## src/rtl/game_pkg.sv

```systemverilog
// Shared game constants and types for the projectile throw path.
package game_pkg;
  localparam int unsigned SCREEN_W = 1024;
  localparam int unsigned SCREEN_H = 768;
  localparam int unsigned GROUND_Y = 600;
  localparam int unsigned COORD_W  = 12;
  localparam int unsigned FORCE_W  = 10;
  localparam int unsigned RGB_W    = 12;
  localparam int unsigned RAST_W   = 11;
  localparam int unsigned HOLD_W   = 8;

  typedef enum logic [1:0] {IDLE, FLIGHT, LANDED} throw_state_t;
  typedef logic signed [COORD_W-1:0] coord_t;
  typedef logic [6:0]                speed_x_t;
  typedef logic signed [7:0]         speed_y_t;
endpackage

```

## src/rtl/vga_if.sv

```systemverilog
// VGA raster timing plus pixel colour between pipeline stages.
interface vga_if;
  import game_pkg::*;
  logic [RAST_W-1:0] hcount;
  logic [RAST_W-1:0] vcount;
  logic              hsync;
  logic              vsync;
  logic              hblnk;
  logic              vblnk;
  logic [RGB_W-1:0]  rgb;

  modport master (output hcount, vcount, hsync, vsync, hblnk, vblnk, rgb);
  modport slave  (input  hcount, vcount, hsync, vsync, hblnk, vblnk, rgb);
endinterface

```

## src/rtl/projectile_physics.sv

```systemverilog
// Frame-step integrator: position/velocity registers and landing detection on the stepped result.
module projectile_physics import game_pkg::*; #(
  parameter int START_X  = 900,
  parameter int START_Y  = 380,
  parameter int GROUND_Y = 600,
  parameter int GRAVITY  = 1
) (
  input  logic       clk,
  input  logic       rst,
  input  logic       load,
  input  logic       step,
  input  logic       home,
  input  logic [7:0] force_hi,
  output coord_t     pos_x,
  output coord_t     pos_y,
  output logic       hit_ground_c,
  output logic       hit_oob_c
);
  localparam logic signed [12:0] GROUND13 = 13'(GROUND_Y);
  localparam logic signed [12:0] X_MAX    = 13'(SCREEN_W - 1);

  speed_x_t               vx;
  speed_y_t               vy;
  logic signed [12:0]     nx;
  logic signed [12:0]     ny;
  logic signed [8:0]      vy_sum;
  speed_y_t               vy_next;

  // Candidate next-frame state, using the current vy (explicit Euler).
  always_comb begin
    nx           = 13'(pos_x) - $signed({6'b000000, vx});
    ny           = 13'(pos_y) + 13'(vy);
    vy_sum       = 9'(vy) + 9'(GRAVITY);
    vy_next      = (vy_sum > 9'sd127) ? 8'sd127 : 8'(vy_sum);
    hit_ground_c = (ny >= GROUND13);
    hit_oob_c    = (nx < 13'sd0) || (nx > X_MAX);
  end

  always_ff @(posedge clk or posedge rst) begin
    if (rst) begin
      pos_x <= 12'(START_X);
      pos_y <= 12'(START_Y);
      vx    <= '0;
      vy    <= '0;
    end else if (load) begin
      pos_x <= 12'(START_X);
      pos_y <= 12'(START_Y);
      vx    <= force_hi[7:1];
      vy    <= 8'(-$signed({1'b0, force_hi}));
    end else if (home) begin
      pos_x <= 12'(START_X);
      pos_y <= 12'(START_Y);
      vx    <= '0;
      vy    <= '0;
    end else if (step) begin
      pos_x <= 12'(nx);
      pos_y <= hit_ground_c ? 12'(GROUND_Y) : 12'(ny);
      vy    <= vy_next;
    end
  end
endmodule

```

## src/rtl/throw_projectile.sv

```systemverilog
// Launches a projectile on space release, tracks IDLE/FLIGHT/LANDED and overlays its sprite on the VGA stream.
module throw_projectile import game_pkg::*; #(
  parameter int             START_X     = 900,
  parameter int             START_Y     = 380,
  parameter int             GROUND_Y    = 600,
  parameter int             GRAVITY     = 1,
  parameter int             BALL_SIZE   = 8,
  parameter logic [11:0]    BALL_RGB    = 12'hFF0,
  parameter int             HOLD_FRAMES = 60
) (
  input  logic               clk,
  input  logic               rst,
  input  logic               space,
  input  logic [FORCE_W-1:0] throw_force,
  vga_if.slave               vga_in,
  vga_if.master              vga_out,
  output logic               in_flight,
  output logic               landed,
  output logic               out_of_bounds,
  output coord_t             pos_x,
  output coord_t             pos_y
);
  localparam logic [HOLD_W-1:0]  HOLD_LAST = HOLD_W'(HOLD_FRAMES - 1);
  localparam logic signed [12:0] BS        = 13'(BALL_SIZE);

  throw_state_t      state;
  logic              space_prev;
  logic              launch_pend;
  logic              vblnk_prev;
  logic [HOLD_W-1:0] hold_cnt;
  logic              tick_c;
  logic              load_c;
  logic              step_c;
  logic              home_c;
  logic              hit_ground_c;
  logic              hit_oob_c;
  logic              sprite_on_c;
  logic signed [12:0] hc, vc, px, py;

  always_comb begin
    tick_c = vga_in.vblnk & ~vblnk_prev;
    load_c = launch_pend && (state == IDLE) && (throw_force != '0);
    step_c = tick_c && (state == FLIGHT);
    home_c = tick_c && (state == LANDED) && (hold_cnt == HOLD_LAST);
  end

  projectile_physics #(
    .START_X (START_X),
    .START_Y (START_Y),
    .GROUND_Y(GROUND_Y),
    .GRAVITY (GRAVITY)
  ) u_phys (
    .clk         (clk),
    .rst         (rst),
    .load        (load_c),
    .step        (step_c),
    .home        (home_c),
    .force_hi    (throw_force[9:2]),
    .pos_x       (pos_x),
    .pos_y       (pos_y),
    .hit_ground_c(hit_ground_c),
    .hit_oob_c   (hit_oob_c)
  );

  // Release detect, frame tick edge and throw FSM; force is sampled one cycle after release.
  always_ff @(posedge clk or posedge rst) begin
    if (rst) begin
      state         <= IDLE;
      space_prev    <= 1'b0;
      launch_pend   <= 1'b0;
      vblnk_prev    <= 1'b0;
      hold_cnt      <= '0;
      in_flight     <= 1'b0;
      landed        <= 1'b0;
      out_of_bounds <= 1'b0;
    end else begin
      space_prev  <= space;
      launch_pend <= space_prev & ~space;
      vblnk_prev  <= vga_in.vblnk;
      landed      <= 1'b0;
      case (state)
        IDLE: begin
          if (load_c) begin
            state         <= FLIGHT;
            in_flight     <= 1'b1;
            out_of_bounds <= 1'b0;
          end
        end
        FLIGHT: begin
          if (step_c && (hit_ground_c || hit_oob_c)) begin
            state         <= LANDED;
            in_flight     <= 1'b0;
            landed        <= 1'b1;
            hold_cnt      <= '0;
            out_of_bounds <= ~hit_ground_c;
          end
        end
        LANDED: begin
          if (home_c) begin
            state    <= IDLE;
            hold_cnt <= '0;
          end else if (tick_c) begin
            hold_cnt <= hold_cnt + 1'b1;
          end
        end
        default: state <= IDLE;
      endcase
    end
  end

  // Sprite overlay; timing passes straight through.
  always_comb begin
    hc = $signed({2'b00, vga_in.hcount});
    vc = $signed({2'b00, vga_in.vcount});
    px = 13'(pos_x);
    py = 13'(pos_y);
    sprite_on_c = (state != IDLE) && !out_of_bounds &&
                  (hc >= px) && (hc < px + BS) &&
                  (vc >= py) && (vc < py + BS);
  end

  assign vga_out.hcount = vga_in.hcount;
  assign vga_out.vcount = vga_in.vcount;
  assign vga_out.hsync  = vga_in.hsync;
  assign vga_out.vsync  = vga_in.vsync;
  assign vga_out.hblnk  = vga_in.hblnk;
  assign vga_out.vblnk  = vga_in.vblnk;
  assign vga_out.rgb    = sprite_on_c ? BALL_RGB : vga_in.rgb;
endmodule

```

## src/flat_wrapper.sv

```systemverilog
// flat-port wrapper written by rule: the top's interface ports become plain ports
module throw_projectile_flat import game_pkg::*;
#(
  parameter int             START_X     = 900,
  parameter int             START_Y     = 380,
  parameter int             GROUND_Y    = 600,
  parameter int             GRAVITY     = 1,
  parameter int             BALL_SIZE   = 8,
  parameter logic [11:0]    BALL_RGB    = 12'hFF0,
  parameter int             HOLD_FRAMES = 60
)
  (clk, rst, space, throw_force, in_flight, landed, out_of_bounds, pos_x, pos_y, vga_in_hcount, vga_in_vcount, vga_in_hsync, vga_in_vsync, vga_in_hblnk, vga_in_vblnk, vga_in_rgb, vga_out_hcount, vga_out_vcount, vga_out_hsync, vga_out_vsync, vga_out_hblnk, vga_out_vblnk, vga_out_rgb);
  vga_if vga_in_i ();
  vga_if vga_out_i ();
  input  logic clk;
  input  logic rst;
  input  logic space;
  input  logic [FORCE_W-1:0] throw_force;
  output logic in_flight;
  output logic landed;
  output logic out_of_bounds;
  output coord_t pos_x;
  output coord_t pos_y;
  input wire logic [$bits(vga_in_i.hcount)-1:0] vga_in_hcount;
  input wire logic [$bits(vga_in_i.vcount)-1:0] vga_in_vcount;
  input wire logic [$bits(vga_in_i.hsync)-1:0] vga_in_hsync;
  input wire logic [$bits(vga_in_i.vsync)-1:0] vga_in_vsync;
  input wire logic [$bits(vga_in_i.hblnk)-1:0] vga_in_hblnk;
  input wire logic [$bits(vga_in_i.vblnk)-1:0] vga_in_vblnk;
  input wire logic [$bits(vga_in_i.rgb)-1:0] vga_in_rgb;
  output wire logic [$bits(vga_out_i.hcount)-1:0] vga_out_hcount;
  output wire logic [$bits(vga_out_i.vcount)-1:0] vga_out_vcount;
  output wire logic [$bits(vga_out_i.hsync)-1:0] vga_out_hsync;
  output wire logic [$bits(vga_out_i.vsync)-1:0] vga_out_vsync;
  output wire logic [$bits(vga_out_i.hblnk)-1:0] vga_out_hblnk;
  output wire logic [$bits(vga_out_i.vblnk)-1:0] vga_out_vblnk;
  output wire logic [$bits(vga_out_i.rgb)-1:0] vga_out_rgb;
  assign vga_in_i.hcount = vga_in_hcount;
  assign vga_in_i.vcount = vga_in_vcount;
  assign vga_in_i.hsync = vga_in_hsync;
  assign vga_in_i.vsync = vga_in_vsync;
  assign vga_in_i.hblnk = vga_in_hblnk;
  assign vga_in_i.vblnk = vga_in_vblnk;
  assign vga_in_i.rgb = vga_in_rgb;
  assign vga_out_hcount = vga_out_i.hcount;
  assign vga_out_vcount = vga_out_i.vcount;
  assign vga_out_hsync = vga_out_i.hsync;
  assign vga_out_vsync = vga_out_i.vsync;
  assign vga_out_hblnk = vga_out_i.hblnk;
  assign vga_out_vblnk = vga_out_i.vblnk;
  assign vga_out_rgb = vga_out_i.rgb;
  throw_projectile #(.START_X(START_X), .START_Y(START_Y), .GROUND_Y(GROUND_Y), .GRAVITY(GRAVITY), .BALL_SIZE(BALL_SIZE), .BALL_RGB(BALL_RGB), .HOLD_FRAMES(HOLD_FRAMES)) u_core (.clk(clk), .rst(rst), .space(space), .throw_force(throw_force), .vga_in(vga_in_i), .vga_out(vga_out_i), .in_flight(in_flight), .landed(landed), .out_of_bounds(out_of_bounds), .pos_x(pos_x), .pos_y(pos_y));
endmodule
```

## config.mk

```make
export PLATFORM = sky130hd
export DESIGN_NAME = throw_projectile_flat
export DESIGN_NICKNAME = d
export VERILOG_FILES = /design/src/rtl/game_pkg.sv /design/src/rtl/vga_if.sv /design/src/rtl/projectile_physics.sv /design/src/rtl/throw_projectile.sv /design/src/flat_wrapper.sv
export SDC_FILE = /design/constraint.sdc
export NUM_CORES = 1
export LEC_CHECK = 0
export BUFFER_PORTS_ARGS = -buffer_cell sky130_fd_sc_hd__buf_2
export CAP_MARGIN = 20
export CORE_MARGIN = 2
export CORE_UTILIZATION = 56
export DETAILED_ROUTE_END_ITERATION = 8
export GPL_TIMING_DRIVEN = 0
export PLACE_DENSITY = 0.82
export SLEW_MARGIN = 25
export SYNTH_ARGS = -nofsm -noshare
export SYNTH_HDL_FRONTEND = slang
export SYNTH_HIERARCHICAL = 1
export SYNTH_SLANG_ARGS = --single-unit
```

## constraint.sdc

```tcl
create_clock -name clk -period 4.85 [get_ports clk]
set_input_delay 0.97 -clock clk [delete_from_list [all_inputs] [get_ports clk]]
set_output_delay 0.97 -clock clk [all_outputs]
set_load 0.02 [all_outputs]
```

# == Yosys cells after proc, flatten, opt, wreduce, memory -nomap -nowiden ==
# Cells that the tools add are included.
# totals
elab_cells,93
out_inout_bits,65
regBits,55
# op_classes
bitwise,5
eq_ne,7
reduce_logical,24
n_addsub,7
n_lt_le_gt_ge,8
n_mux,30
# op_table
operator,n
2-to-1 mux 12 bit,8
2-to-1 mux 8 bit,7
"adder 12 x 5 -> 13 bit, second input constant",2
< comparator 12 x 13 -> 1 bit,2
greater-or-equal comparator 12 bit,2
case mux 8 bit (2 select lines),1
2-to-1 mux 7 bit,2
adder 12 x 8 -> 13 bit,1
"greater-or-equal comparator 13 x 11 -> 1 bit, second input constant",1
"greater-than comparator 13 x 11 -> 1 bit, second input constant",1
"< comparator 13 x 1 -> 1 bit, second input constant",1
subtractor 12 x 8 -> 13 bit,1
logical AND 1 bit,11
nonzero test 10 bit,1
"adder 8 x 2 -> 9 bit, second input constant",1
"greater-than comparator 9 x 8 -> 1 bit, second input constant",1
AND reduction 3 bit,3
"adder 8 x 1 -> 8 bit, second input constant",1
"== test 8 x 6 -> 1 bit, second input constant",1
negation 8 bit,1
nonzero test 2 bit,4
2-to-1 mux 1 bit,6
2-to-1 mux 2 bit,3
case mux 2 bit (3 select lines),1
other kinds (12),18

# == Logic depth before layout (Yosys ltp) ==
# Gate-level depths: netlist of run 1.
# logic_depth
depth_word,7
ltp_mapped,17
mapped_depth_nobuf,17

# == By module ==
# The synthesis of run 1 kept the hierarchy.
# modules_own_cells
mod,instances,area_each_um2,cells_each,seq_area_each_um2
projectile_physics,1,3051.7,365,988.4
throw_projectile,1,2362.3,285,400.4

# == Worst setup path before layout of run 1 ==
# Ideal clock, no wire load.
# synth_path
kind,input-to-output
from,input port vga_in_hcount[1]
to,output port vga_out_rgb[0]
t_required_ps,3880
slack_ps,1241
path_buffers,0
arrival_time_ps,2639
cell_stages,6
path_cell_list,ha_1 > nor2b_1 > o211a_1 > o311a_4 > o31a_1 > o41a_1
# synth_between
elab_chain_len,6
word_cells_on_any_way,7
classes_between,order compare (2); mux (1); reduce/logical (4)
# synth_rtl
item,line_no,text
start: declaration,flat_wrapper.sv:24,input wire logic [$bits(vga_in_i.hcount)-1:0] vga_in_hcount;
greater-or-equal comparator 12 bit,throw_projectile.sv:118,(hc >= px) && (hc < px + BS) &&
logical AND 1 bit,throw_projectile.sv:117,sprite_on_c = (state != IDLE) && !out_of_bounds &&
logical AND 1 bit (*) (2 in a row),throw_projectile.sv:118,
logical AND 1 bit (*),throw_projectile.sv:119,(vc >= py) && (vc < py + BS);
2-to-1 mux 12 bit (*),throw_projectile.sv:128,assign vga_out.rgb = sprite_on_c ? BALL_RGB : vga_in.rgb;
end: declaration,flat_wrapper.sv:37,output wire logic [$bits(vga_out_i.rgb)-1:0] vga_out_rgb;
# Mark *: on every way between the ends. The rest lies on a longest branch, timed or not.

# == Worst setup path after layout of run 1 ==
# layout_path
from,register u_core.u_phys.pos_y[3]
to,output port vga_out_rgb[8]
# layout_between
elab_chain_len,4
word_cells_on_any_way,6
classes_between,add/sub (1); order compare (2); mux (1); reduce/logical (2)
# layout_rtl
item,line_no,text
start: declaration,projectile_physics.sv:15,"output coord_t pos_y,"
start signal: assignment,projectile_physics.sv:42,pos_y <= 12'(START_Y);
start signal: assignment,projectile_physics.sv:47,pos_y <= 12'(START_Y);
start signal: assignment,projectile_physics.sv:52,pos_y <= 12'(START_Y);
adder 12 x 5 -> 13 bit or greater-or-equal comparator 12 bit (tied branches),throw_projectile.sv:119,
< comparator 12 x 13 -> 1 bit or logical AND 1 bit (tied branches),"throw_projectile.sv:119, throw_projectile.sv:118",
logical AND 1 bit (*),throw_projectile.sv:119,
2-to-1 mux 12 bit (*),throw_projectile.sv:128,
# Marks and branches as above.

==> impl_metrics.json, run 1 <==
{
  "grt_max_degree": 32,
  "relSlewSlack_pct": 59.9,
  "synth-edff-count": 0,
  "syn_avg_cell_area_um2": 8.33,
  "netlist_area_um2": 5410,
  "htreeDepth": 2,
  "yosys.cell_types.count": 74,
  "cts_tree": "yes",
  "drc": 0,
  "hold_violations": 0,
  "max-cap-violations": 0,
  "drt_iter0_markers": 296,
  "dp.cells": 892,
  "critPathSlowestCell": "dfstp_2",
  "antenna_cells": 0,
  "power_leakage_nw": 3.05,
  "rrSetupSlack_ns": 0.76,
  "required_ns": 3.88,
  "crit_family": "compound AO/OA/AOI/OAI gates",
  "cts_num_sinks": 55,
  "endpoint_kind": "primary output",
  "ys_ff_latch": 55,
  "finalSetupViolCount": 0,
  "p_clk_share_pct": 6.4,
  "post_layout_nonfiller_instances": 900,
  "postRouteAntennaNets": 0,
  "cts.repair.resized": 0,
  "drt-total-wl_um": 14600,
  "crit_fanout": 9,
  "cts_buffers": 5,
  "die_h_um": 102,
  "cts-root-buf": "clkbuf_8",
  "ios": 116,
  "fin_setup_tns_ns": 0,
  "dp_hpwl_um": 11600,
  "rsz0062_at_grt": "no",
  "clock_skew_ns": 0.00750,
  "ys_seq_area_share_pct": 25.7,
  "ir_drop_mv": 0.357,
  "max_stage_delay_ns": 0.66,
  "swShare_pct": 52.9,
  "combPwrFrac_pct": 70.9,
  "numPortBuffers": 112,
  "num_vias": 5364,
  "finalPower_mw": 4.10,
  "arrival_ns": 3.19,
  "drv_slew": 0,
  "clk_latency_ns": 0.31,
  "p_int_mw": 1.93,
  "status": "finished, final reports clean",
  "nFillCells": 804,
  "p_sw_mw": 2.17,
  "worst_pin_slew_ns": 0.601,
  "post_cts_buffers": 0,
  "hp-class": "flip-flop to flip-flop",
  "timing.final.crit_share_pct": 85.8,
  "synthFlopType": "dfrtp_1",
  "grt_overflow": 0,
  "place_congestion": 0.869,
  "cts_max_path_buffers": 2,
  "ys_warn_count": 6,
  "fin_ws_ns": 0.689,
  "min_period_ns": 4.16,
  "rows": 35,
  "drive_gt1_share_pct": 24.5,
  "grt_antenna_before_repair": 0,
  "via_per_inst": 5.96,
  "syn-instance-count": 650,
  "die_area_um2": 10500,
  "grt_pass1_wl_um": 23600,
  "layout.nets": 886,
  "cts_hold_buf": 0,
  "path_cells": "ha_1, nand3_1, xnor2_1, ha_1, a21o_1, a21oi_1, a21oi_1, o21ai_1, a41o_1, buf_2",
  "powerDensity_nw_per_um2": 657,
  "die_w_um": 102,
  "seq_power_share_pct": 22.7,
  "async_flop_share_pct": 100,
  "grt_use_total_pct": 28.0,
  "detail_route.wl_per_cell_um": 16.2,
  "initial_core_util_pct": 58.0,
  "core_um2": 9330,
  "drtPass1Iterations": 5,
  "synth_nets": 766,
  "path_clk_slew_ns": 0.10,
  "crit_type": "flip-flop to primary output",
  "area_growth_pct": 15.5,
  "critPathBufInv": 1,
  "place_ws_ns": 0.803,
  "grt_pass1_vias": 5065,
  "fmaxAchievable_ghz": 0.240,
  "cp-start-kind": "flip-flop"
}
-- metrics by stage --
stage / util [%] / hold WS [ns] / instance area [um2]
CTS: 67.0 / 0.512 / 6250
global placement: 65.8 / 0.456 / 6140
finish: 67.0 / 0.493 / 6250
floorplan: - / 0.439 / 5410
global route: 67.0 / 0.531 / 6250
detailed placement: 66.0 / 0.490 / 6160
-- per-layer routing --
layer	up-vias	wire (um)	GRT usage [%]
met3	41	981	3.42
met1	2487	6250	35.8
met5	-	0	0
met4	0	433	10.8
met2	253	6900	48.4
li1	2583	-	-
-- worst paths after layout --
check,from,end,cells past startpoint
setup / recovery,u_core/u_phys/pos_y[3],vga_out_rgb[8],10
hold / removal,u_core/space_prev,u_core/launch_pend,1
max in group asynchronous,rst,u_core/hold_cnt[0],2
setup reg to reg,u_core/u_phys/vy[0],u_core/hold_cnt[5],14
hold reg to reg,u_core/space_prev,u_core/launch_pend,1
min in group asynchronous,rst,u_core/u_phys/pos_x[11],2
-- cell usage in the layout, fill, tap and decap left out, types with 10 or more instances in the layout --
cell,synthesis,final
and3_1,10,10
o31ai_1,10,10
a21o_1,12,12
xnor2_1,30,30
dfrtp_1,45,45
dfstp_2,10,10
clkbuf_1,10,11
buf_4,27,27
a21oi_1,45,45
nor3_1,12,12
nand2_1,49,49
buf_2,3,115
o21ai_0,33,33
nand3_1,35,35
nor2b_1,10,10
ha_1,63,63
inv_1,47,46
nor2_1,54,54
-- registers in the layout (all words and copies together) (netlist names) --
| name | count |
|---|---|
| u_core/hold_cnt | 8 |
| u_core/in_flight | 1 |
| u_core/landed | 1 |
| u_core/launch_pend | 1 |
| u_core/out_of_bounds | 1 |
| u_core/space_prev | 1 |
| u_core/state | 2 |
| u_core/u_phys/pos_x | 12 |
| u_core/u_phys/pos_y | 12 |
| u_core/u_phys/vx | 7 |
| u_core/u_phys/vy | 8 |
| u_core/vblnk_prev | 1 |
-- power by group through the flow --
stage                     Sequential, mW  Combinational, mW  Clock (mW)
after CTS                          0.922               2.87       0.269
after detailed placement           0.931               2.86           0
final                              0.931               2.91       0.263
after global placement             0.919               2.74           0
after floorplan                    0.942               2.13           0
after global routing               0.958               3.23       0.287
-- Yosys cell counts, types with 6 or more instances --
| cell | count | share of area, % |
|---|---|---|
| nor3_1 | 12 | 1.1 |
| nor4_1 | 9 | 1.0 |
| ha_1 | 63 | 15 |
| buf_4 | 27 | 3.7 |
| clkbuf_1 | 10 | 0.69 |
| o31ai_1 | 10 | 1.4 |
| nand4_1 | 9 | 1.0 |
| a21o_1 | 12 | 1.7 |
| inv_1 | 47 | 3.3 |
| o211ai_1 | 7 | 0.97 |
| a31oi_1 | 6 | 0.69 |
| o21ai_0 | 33 | 3.1 |
| nand3_1 | 35 | 3.2 |
| nand2b_1 | 9 | 1.0 |
| a41o_1 | 9 | 1.7 |
| a21oi_1 | 45 | 4.2 |
| xnor2_1 | 30 | 4.9 |
| dfstp_2 | 10 | 4.9 |
| nor2b_1 | 10 | 1.2 |
| nand2_1 | 49 | 3.4 |
| and3_1 | 10 | 1.2 |
| dfrtp_1 | 45 | 21 |
| nor2_1 | 54 | 3.7 |
| o21a_1 | 9 | 1.2 |
-- cell families (layout without fill, tap and decap cells) --
| group | count (synthesis) | count (layout) | share of synthesized area [%] |
|---|---|---|---|
| flip-flops | 55 | 55 | 25.7 |
| buffers and inverters | 93 | 214 | 8.76 |
| AO/OA/AOI/OAI | 181 | 181 | 23.8 |
| AND/OR/NAND/NOR | 218 | 218 | 20.3 |
| multiplexers | 4 | 4 | 0.740 |
| XOR/XNOR | 34 | 34 | 5.50 |
| adder cells (fa/ha/maj) | 65 | 65 | 15.3 |
-- area by class of cell --
class	instances	area [um2]	area share (%)
Clock buffer	7	86.3	1.38
Clock inverter	1	8.76	0.140
Multi-Input combinational cell	502	3550	56.8
Inverter	48	180	2.88
Timing Repair Buffer	113	581	9.29
Buffer	45	294	4.70
Tap cell	129	161	2.58
Sequential cell	55	1390	22.2
Power figures use the tool's default switching activity.
==> inputs of run 2 (changes only) <==
--- a/config.mk
+++ b/config.mk
@@ -8,10 +8,9 @@
 export BUFFER_PORTS_ARGS = -buffer_cell sky130_fd_sc_hd__buf_2
 export CAP_MARGIN = 20
 export CORE_MARGIN = 2
-export CORE_UTILIZATION = 56
+export CORE_UTILIZATION = 40
 export DETAILED_ROUTE_END_ITERATION = 8
 export GPL_TIMING_DRIVEN = 0
-export PLACE_DENSITY = 0.82
 export SLEW_MARGIN = 25
 export SYNTH_ARGS = -nofsm -noshare
 export SYNTH_HDL_FRONTEND = slang
==> run 2 against run 1 <==
  * Non-clock buffer count unchanged
  * Sequential share of layout area is 0.36 points lower
  * Hold slack got worse by 0.013 ns
  * Utilization shrank 19 points
  * Clock skew decreased by 0.0011 ns
  * Largest cell class unchanged
  * Final cell count increased by 5.2%
  * Combinational power is essentially flat
  * Setup slack gained 0.029 ns
==> impl_metrics.json, run 2 (synthesis gave the netlist of run 1 again) <==
{
  "cts_hold_buf": 0,
  "fmaxAchievable_ghz": 0.242,
  "core_um2": 13200,
  "rows": 42,
  "finalPower_mw": 4.18,
  "drtPass1Iterations": 5,
  "critPathSlowestCell": "a21oi_1",
  "crit_type": "flip-flop to flip-flop",
  "met3_usage_pct": 2.88,
  "cts-root-buf": "clkbuf_16",
  "grtUsageMet1_pct": 27.3,
  "numPortBuffers": 112,
  "drv_slew": 0,
  "die_area_um2": 14500,
  "grt_antenna_before_repair": 0,
  "grt_pass1_wl_um": 24200,
  "die_w_um": 120,
  "dp_hpwl_um": 11700,
  "relSlewSlack_pct": 59.7,
  "grt_pass1_vias": 4903,
  "p_sw_mw": 2.17,
  "path_clk_slew_ns": 0.07,
  "power_leakage_nw": 3.06,
  "busiest_layer": "met2",
  "cts_num_sinks": 55,
  "via_per_inst": 5.45,
  "min_period_ns": 4.13,
  "antenna_cells": 0,
  "arrival_ns": 4.31,
  "worst_pin_slew_ns": 0.604,
  "timing.final.crit_share_pct": 85.2,
  "cts_max_path_buffers": 2,
  "crit_fanout": 9,
  "grt_overflow": 0,
  "hold_violations": 0,
  "ios": 116,
  "cts_buffers": 5,
  "cts.repair.resized": 0,
  "holdWs_ns": 0.480,
  "drc": 0,
  "die_h_um": 120,
  "clock_skew_ns": 0.00642,
  "p_clk_share_pct": 8.4,
  "most-common-layout-cells": "buf_2 (115), ha_1 (63), nor2_1 (54)",
  "initial_core_util_pct": 40.9,
  "htreeDepth": 2,
  "postRouteAntennaNets": 0,
  "place_ws_ns": 0.744,
  "layout.nets": 886,
  "fin_area_um2": 6350,
  "cts_tree": "yes",
  "powerDensity_nw_per_um2": 658,
  "cpMostUsedCell": "nor2_1",
  "seq_power_share_pct": 22.3,
  "drive_gt1_share_pct": 24.4,
  "cp-start-kind": "flip-flop",
  "max_stage_delay_ns": 0.49,
  "reg_top3": "u_core/u_phys/pos_x (12), u_core/u_phys/pos_y (12)",
  "p_int_mw": 2.01,
  "finalSetupViolCount": 0,
  "post_layout_nonfiller_instances": 947,
  "post_cts_buffers": 0,
  "crit_family": "compound AO/OA/AOI/OAI gates",
  "drt-total-wl_um": 14700,
  "dp.cells": 939,
  "place_congestion": 0.865,
  "hp-class": "flip-flop to flip-flop",
  "clk_latency_ns": 0.29,
  "detail_route.wl_per_cell_um": 15.5,
  "final_util_pct": 48.0,
  "mostFrequentLayoutCell": "buf_2",
  "required_ns": 5.02,
  "postPlaceCellArea_um2": 6210,
  "drt_iter0_markers": 277,
  "path_cells": "ha_1, fa_1, a211o_1, nand3_2, a31oi_2, xor2_1, nor4_1, a311o_1, a21oi_1, nor2_1, o21a_1, or2_2, nor2_1, nor2_1",
  "num_vias": 5165,
  "grt_max_degree": 33,
  "endpoint_kind": "flip-flop",
  "ir_drop_mv": 0.333,
  "rrSetupSlack_ns": 0.72,
  "area_growth_pct": 17.4,
  "fin_ws_ns": 0.718,
  "grt_use_total_pct": 20.4,
  "combPwrFrac_pct": 69.4,
  "use_met2_pct": 34.8,
  "fin_setup_tns_ns": 0,
  "critPathBufInv": 0,
  "max-cap-violations": 0,
  "swShare_pct": 51.9,
  "status": "finished, final reports clean",
  "rsz0062_at_grt": "no"
}
==> run 2: cell count changes in the layout (fill, tap and decap cells not counted) <==
cell / previous run / this run
clkinv_4: 1 / 0
clkinvlp_4: 0 / 1
clkbuf_8: 6 / 0
clkbuf_1: 11 / 12
clkbuf_16: 0 / 5
==> run 2: path summary, 6_finish.rpt <==
kind	end	cells past startpoint	startpoint
setup reg to reg	u_core/hold_cnt[7]	14	u_core/u_phys/vy[0]
hold reg to reg	u_core/launch_pend	1	u_core/space_prev
min in group asynchronous	u_core/u_phys/vx[1]	2	rst
hold / removal	u_core/launch_pend	1	u_core/space_prev
setup / recovery	u_core/hold_cnt[7]	14	u_core/u_phys/vy[0]
max in group asynchronous	u_core/hold_cnt[2]	2	rst
==> run 2: final cells by class <==
class	count	area, um2
clock inverters	1	7.51
plain buffers	45	294
clock buffers	7	133
inverters	48	180
multi-input cells	502	3550
fillers	1331	6890
well taps	176	220
repair buffers	113	581
flip-flops and latches	55	1390
==> run 2: power groups by stage <==
stage | Combinational (mW) | Clock [mW] | Sequential (mW)
4_1_cts | 2.88 | 0.361 | 0.933
2_1_floorplan | 2.13 | 0 | 0.942
6_report | 2.90 | 0.349 | 0.930
3_5_place_dp | 2.86 | 0 | 0.942
3_3_place_gp | 2.79 | 0 | 0.934
5_1_grt | 3.24 | 0.381 | 0.966
==> run 2: layer usage <==
metal  share of wire (%)  up-vias
met4                 1.9        0
met1                  46     2376
met5                   0        -
met2                  46      189
li1                    -     2578
met3                 5.4       22
==> inputs of run 3 (changes only) <==
--- a/config.mk
+++ b/config.mk
@@ -5,6 +5,7 @@
 export SDC_FILE = /design/constraint.sdc
 export NUM_CORES = 1
 export LEC_CHECK = 0
+export ABC_AREA = 1
 export BUFFER_PORTS_ARGS = -buffer_cell sky130_fd_sc_hd__buf_2
 export CAP_MARGIN = 20
 export CORE_MARGIN = 2
==> run 3 against run 2 <==
  * Via count grew 2.8%
  * Register-to-register slack gained 0.59 ns
  * Die area grew 0.72%
  * Sequential share of layout area shrank 0.18 points
  * Sequential power shrank 4.1%
  * Utilization grew 0.21 points
  * Fmax grew 10%
  * Clock power grew 3%
  * Area after synthesis grew 0.74%
  * Wire length shrank 8.6%
  * Largest power group unchanged
==> impl_metrics.json, run 3 <==
{
  "grt_overflow": 0,
  "fmaxAchievable_ghz": 0.267,
  "crit_fanout": 10,
  "drt_iter0_markers": 293,
  "critPathSlowestCell": "dfstp_2",
  "antenna_cells": 0,
  "most-common-layout-cells": "nand2_1 (234), inv_1 (142), buf_2 (113)",
  "initial_core_util_pct": 41.0,
  "yosys-top-cells-area": "dfrtp_1 (21%), nand2_1 (16%), ha_1 (14%), inv_1 (9.8%), nor2_1 (5.1%)",
  "ys_seq_area_share_pct": 25.5,
  "rsz0062_at_grt": "no",
  "fin_setup_tns_ns": 0,
  "yosysMostFrequentCell": "nand2_1",
  "min_path_cells": 2,
  "cts_max_path_buffers": 2,
  "hold_violations": 0,
  "grt_use_total_pct": 18.6,
  "cts_hold_buf": 0,
  "area_growth_pct": 17.5,
  "hp-class": "flip-flop to flip-flop",
  "max-cap-violations": 0,
  "die_w_um": 121,
  "die_area_um2": 14600,
  "holdWs_ns": 0.477,
  "status": "finished, final reports clean",
  "layout.nets": 1053,
  "core_um2": 13300,
  "grt_pass1_wl_um": 22200,
  "syn_avg_cell_area_um2": 6.68,
  "numPortBuffers": 112,
  "synthFlopType": "dfrtp_1",
  "yosys.area.top_type_share_pct": 20.6,
  "ios": 116,
  "drive_gt1_share_pct": 20.3,
  "relSlewSlack_pct": 46.2,
  "htreeDepth": 2,
  "power_leakage_nw": 3.72,
  "ys_warn_count": 6,
  "dp_hpwl_um": 11000,
  "drc": 0,
  "postRouteAntennaNets": 0,
  "mostFrequentLayoutCell": "nand2_1",
  "clock_skew_ns": 0.00806,
  "wl_met1_um": 6590,
  "path_cells": "inv_1, nor2_2, nand3_1, xor2_1, ha_1, nand2_1, nor2_1, nor3_1, nand2_1, nand2_1, nand2_1, nand2_1, nand3_2, buf_6, nand2_1, inv_1, buf_2",
  "dp.cells": 1106,
  "cpMostUsedCell": "nand2_1",
  "place_congestion": 0.857,
  "crit_type": "flip-flop to primary output",
  "synth_common_cells": "nand2_1 (234), inv_1 (143), nor2_1 (74)",
  "synth_nets": 933,
  "min_period_ns": 3.75,
  "drt-total-wl_um": 13400,
  "cts-root-buf": "clkbuf_16",
  "async_flop_share_pct": 100,
  "drtPass1Iterations": 5,
  "ir_drop_mv": 0.324,
  "grt_antenna_before_repair": 0,
  "rr_startpoint": "u_core/u_phys/pos_y[0]",
  "wl_met3_um": 619,
  "yosys.cell_types.count": 46,
  "detail_route.wl_per_cell_um": 12.0,
  "path_clk_slew_ns": 0.07,
  "cp-start-kind": "flip-flop",
  "cts_tree": "yes",
  "yosys.area.top_type": "dfrtp_1",
  "num_vias": 5308,
  "required_ns": 3.88,
  "worst_pin_slew_ns": 0.801,
  "cts_num_sinks": 55,
  "syn-instance-count": 817,
  "dr.max_layer_used": "met4",
  "post_layout_nonfiller_instances": 1114,
  "finalSetupViolCount": 0,
  "post_cts_buffers": 0,
  "netlist_area_um2": 5450,
  "r2r_cells": 22,
  "ys_ff_latch": 55,
  "max_stage_delay_ns": 0.63,
  "endpoint_kind": "primary output",
  "reg_top3": "u_core/u_phys/pos_x (12), u_core/u_phys/pos_y (12)",
  "arrival_ns": 2.78,
  "rows": 42,
  "synth-edff-count": 0,
  "powerDensity_nw_per_um2": 613,
  "die_h_um": 121,
  "timing.final.crit_share_pct": 77.3,
  "cts_buffers": 5,
  "critPathLaunch": "u_core/u_phys/pos_y[3]",
  "grt_max_degree": 25,
  "cts.repair.resized": 0,
  "route.met2.wl_um": 6140,
  "clk_latency_ns": 0.29,
  "drv_slew": 0,
  "hp-start": "u_core/space_prev",
  "grt_pass1_vias": 4673,
  "via_per_inst": 4.76,
  "nFillCells": 1395
}
[run 3: cell types whose count changed in the layout (fill, tap and decap cells not counted), sizes merged, moves of 10 or more]
cell,delta
a21o,-10
inv,+98
nand2,+191
nand3,+10
nor2,+23
nor2b,-10
o21ai,-13
o31ai,-10
xnor2,-26
xor2,+10
[run 3: path summary, 6_finish.rpt]
check	endpoint	slack [ns]
setup reg to reg	u_core/hold_cnt[6]	1.31
setup / recovery	vga_out_rgb[2]	1.10
hold / removal	u_core/launch_pend	0.48
hold reg to reg	u_core/launch_pend	0.48
min in group asynchronous	u_core/u_phys/vx[4]	0.68
max in group asynchronous	u_core/u_phys/pos_y[6]	3.64
[run 3: layer usage]
metal  track usage, %  vias up
met5                0        -
met4             2.18        0
met3             2.03        5
met2             31.6      125
met1             26.3     2370
li1                 -     2808
[run 3: critical path: cells and delay by family (launching register included)]
kind                     cells  cell delay, ns
AND/OR/NAND/NOR             11            0.96
flip-flops                   1            0.63
buffers and inverters        4            0.42
adder cells (fa/ha/maj)      1            0.29
XOR/XNOR                     1            0.17
[run 3: cell families (layout without fill, tap and decap cells)]
group | after synthesis | after routing | share of synthesized area (%)
AO/OA/AOI/OAI | 94 | 94 | 9.82
adder cells (fa/ha/maj) | 65 | 65 | 15.2
flip-flops | 55 | 55 | 25.5
XOR/XNOR | 18 | 18 | 2.89
AND/OR/NAND/NOR | 404 | 404 | 31.9
buffers and inverters | 181 | 302 | 14.7
[run 3: layout make-up]
cell class	instances	area [um2]	area share, %
plain buffers	35	254	3.96
clock buffers	5	125	1.95
clock inverters	3	20.0	0.312
inverters	146	548	8.55
multi-input cells	581	3260	50.9
flip-flops and latches	55	1390	21.7
well taps	176	220	3.44
repair buffers	113	588	9.18
[run 3: power by group]
| group | leakage, nW | switching (mW) | internal [mW] | total [mW] |
|---|---|---|---|---|
| clock | 0.0658 | 0.167 | 0.191 | 0.358 |
| combinational | 2.98 | 1.64 | 1.03 | 2.68 |
| sequential | 0.675 | 0.249 | 0.644 | 0.892 |
| total | 3.72 | 2.06 | 1.87 | 3.93 |
[run 3: through the flow]
stage | utilization (%) | worst slack [ns] | total power, mW | cell area [um2]
after floorplan | - | 1.64 | 2.92 | 5450
after global placement | 46.9 | 1.32 | 3.55 | 6230
after detailed placement | 47.1 | 1.31 | 3.58 | 6260
after CTS | 48.2 | 1.05 | 3.95 | 6410
after global routing | 48.2 | 0.772 | 4.38 | 6410
final | 48.2 | 1.10 | 3.93 | 6410
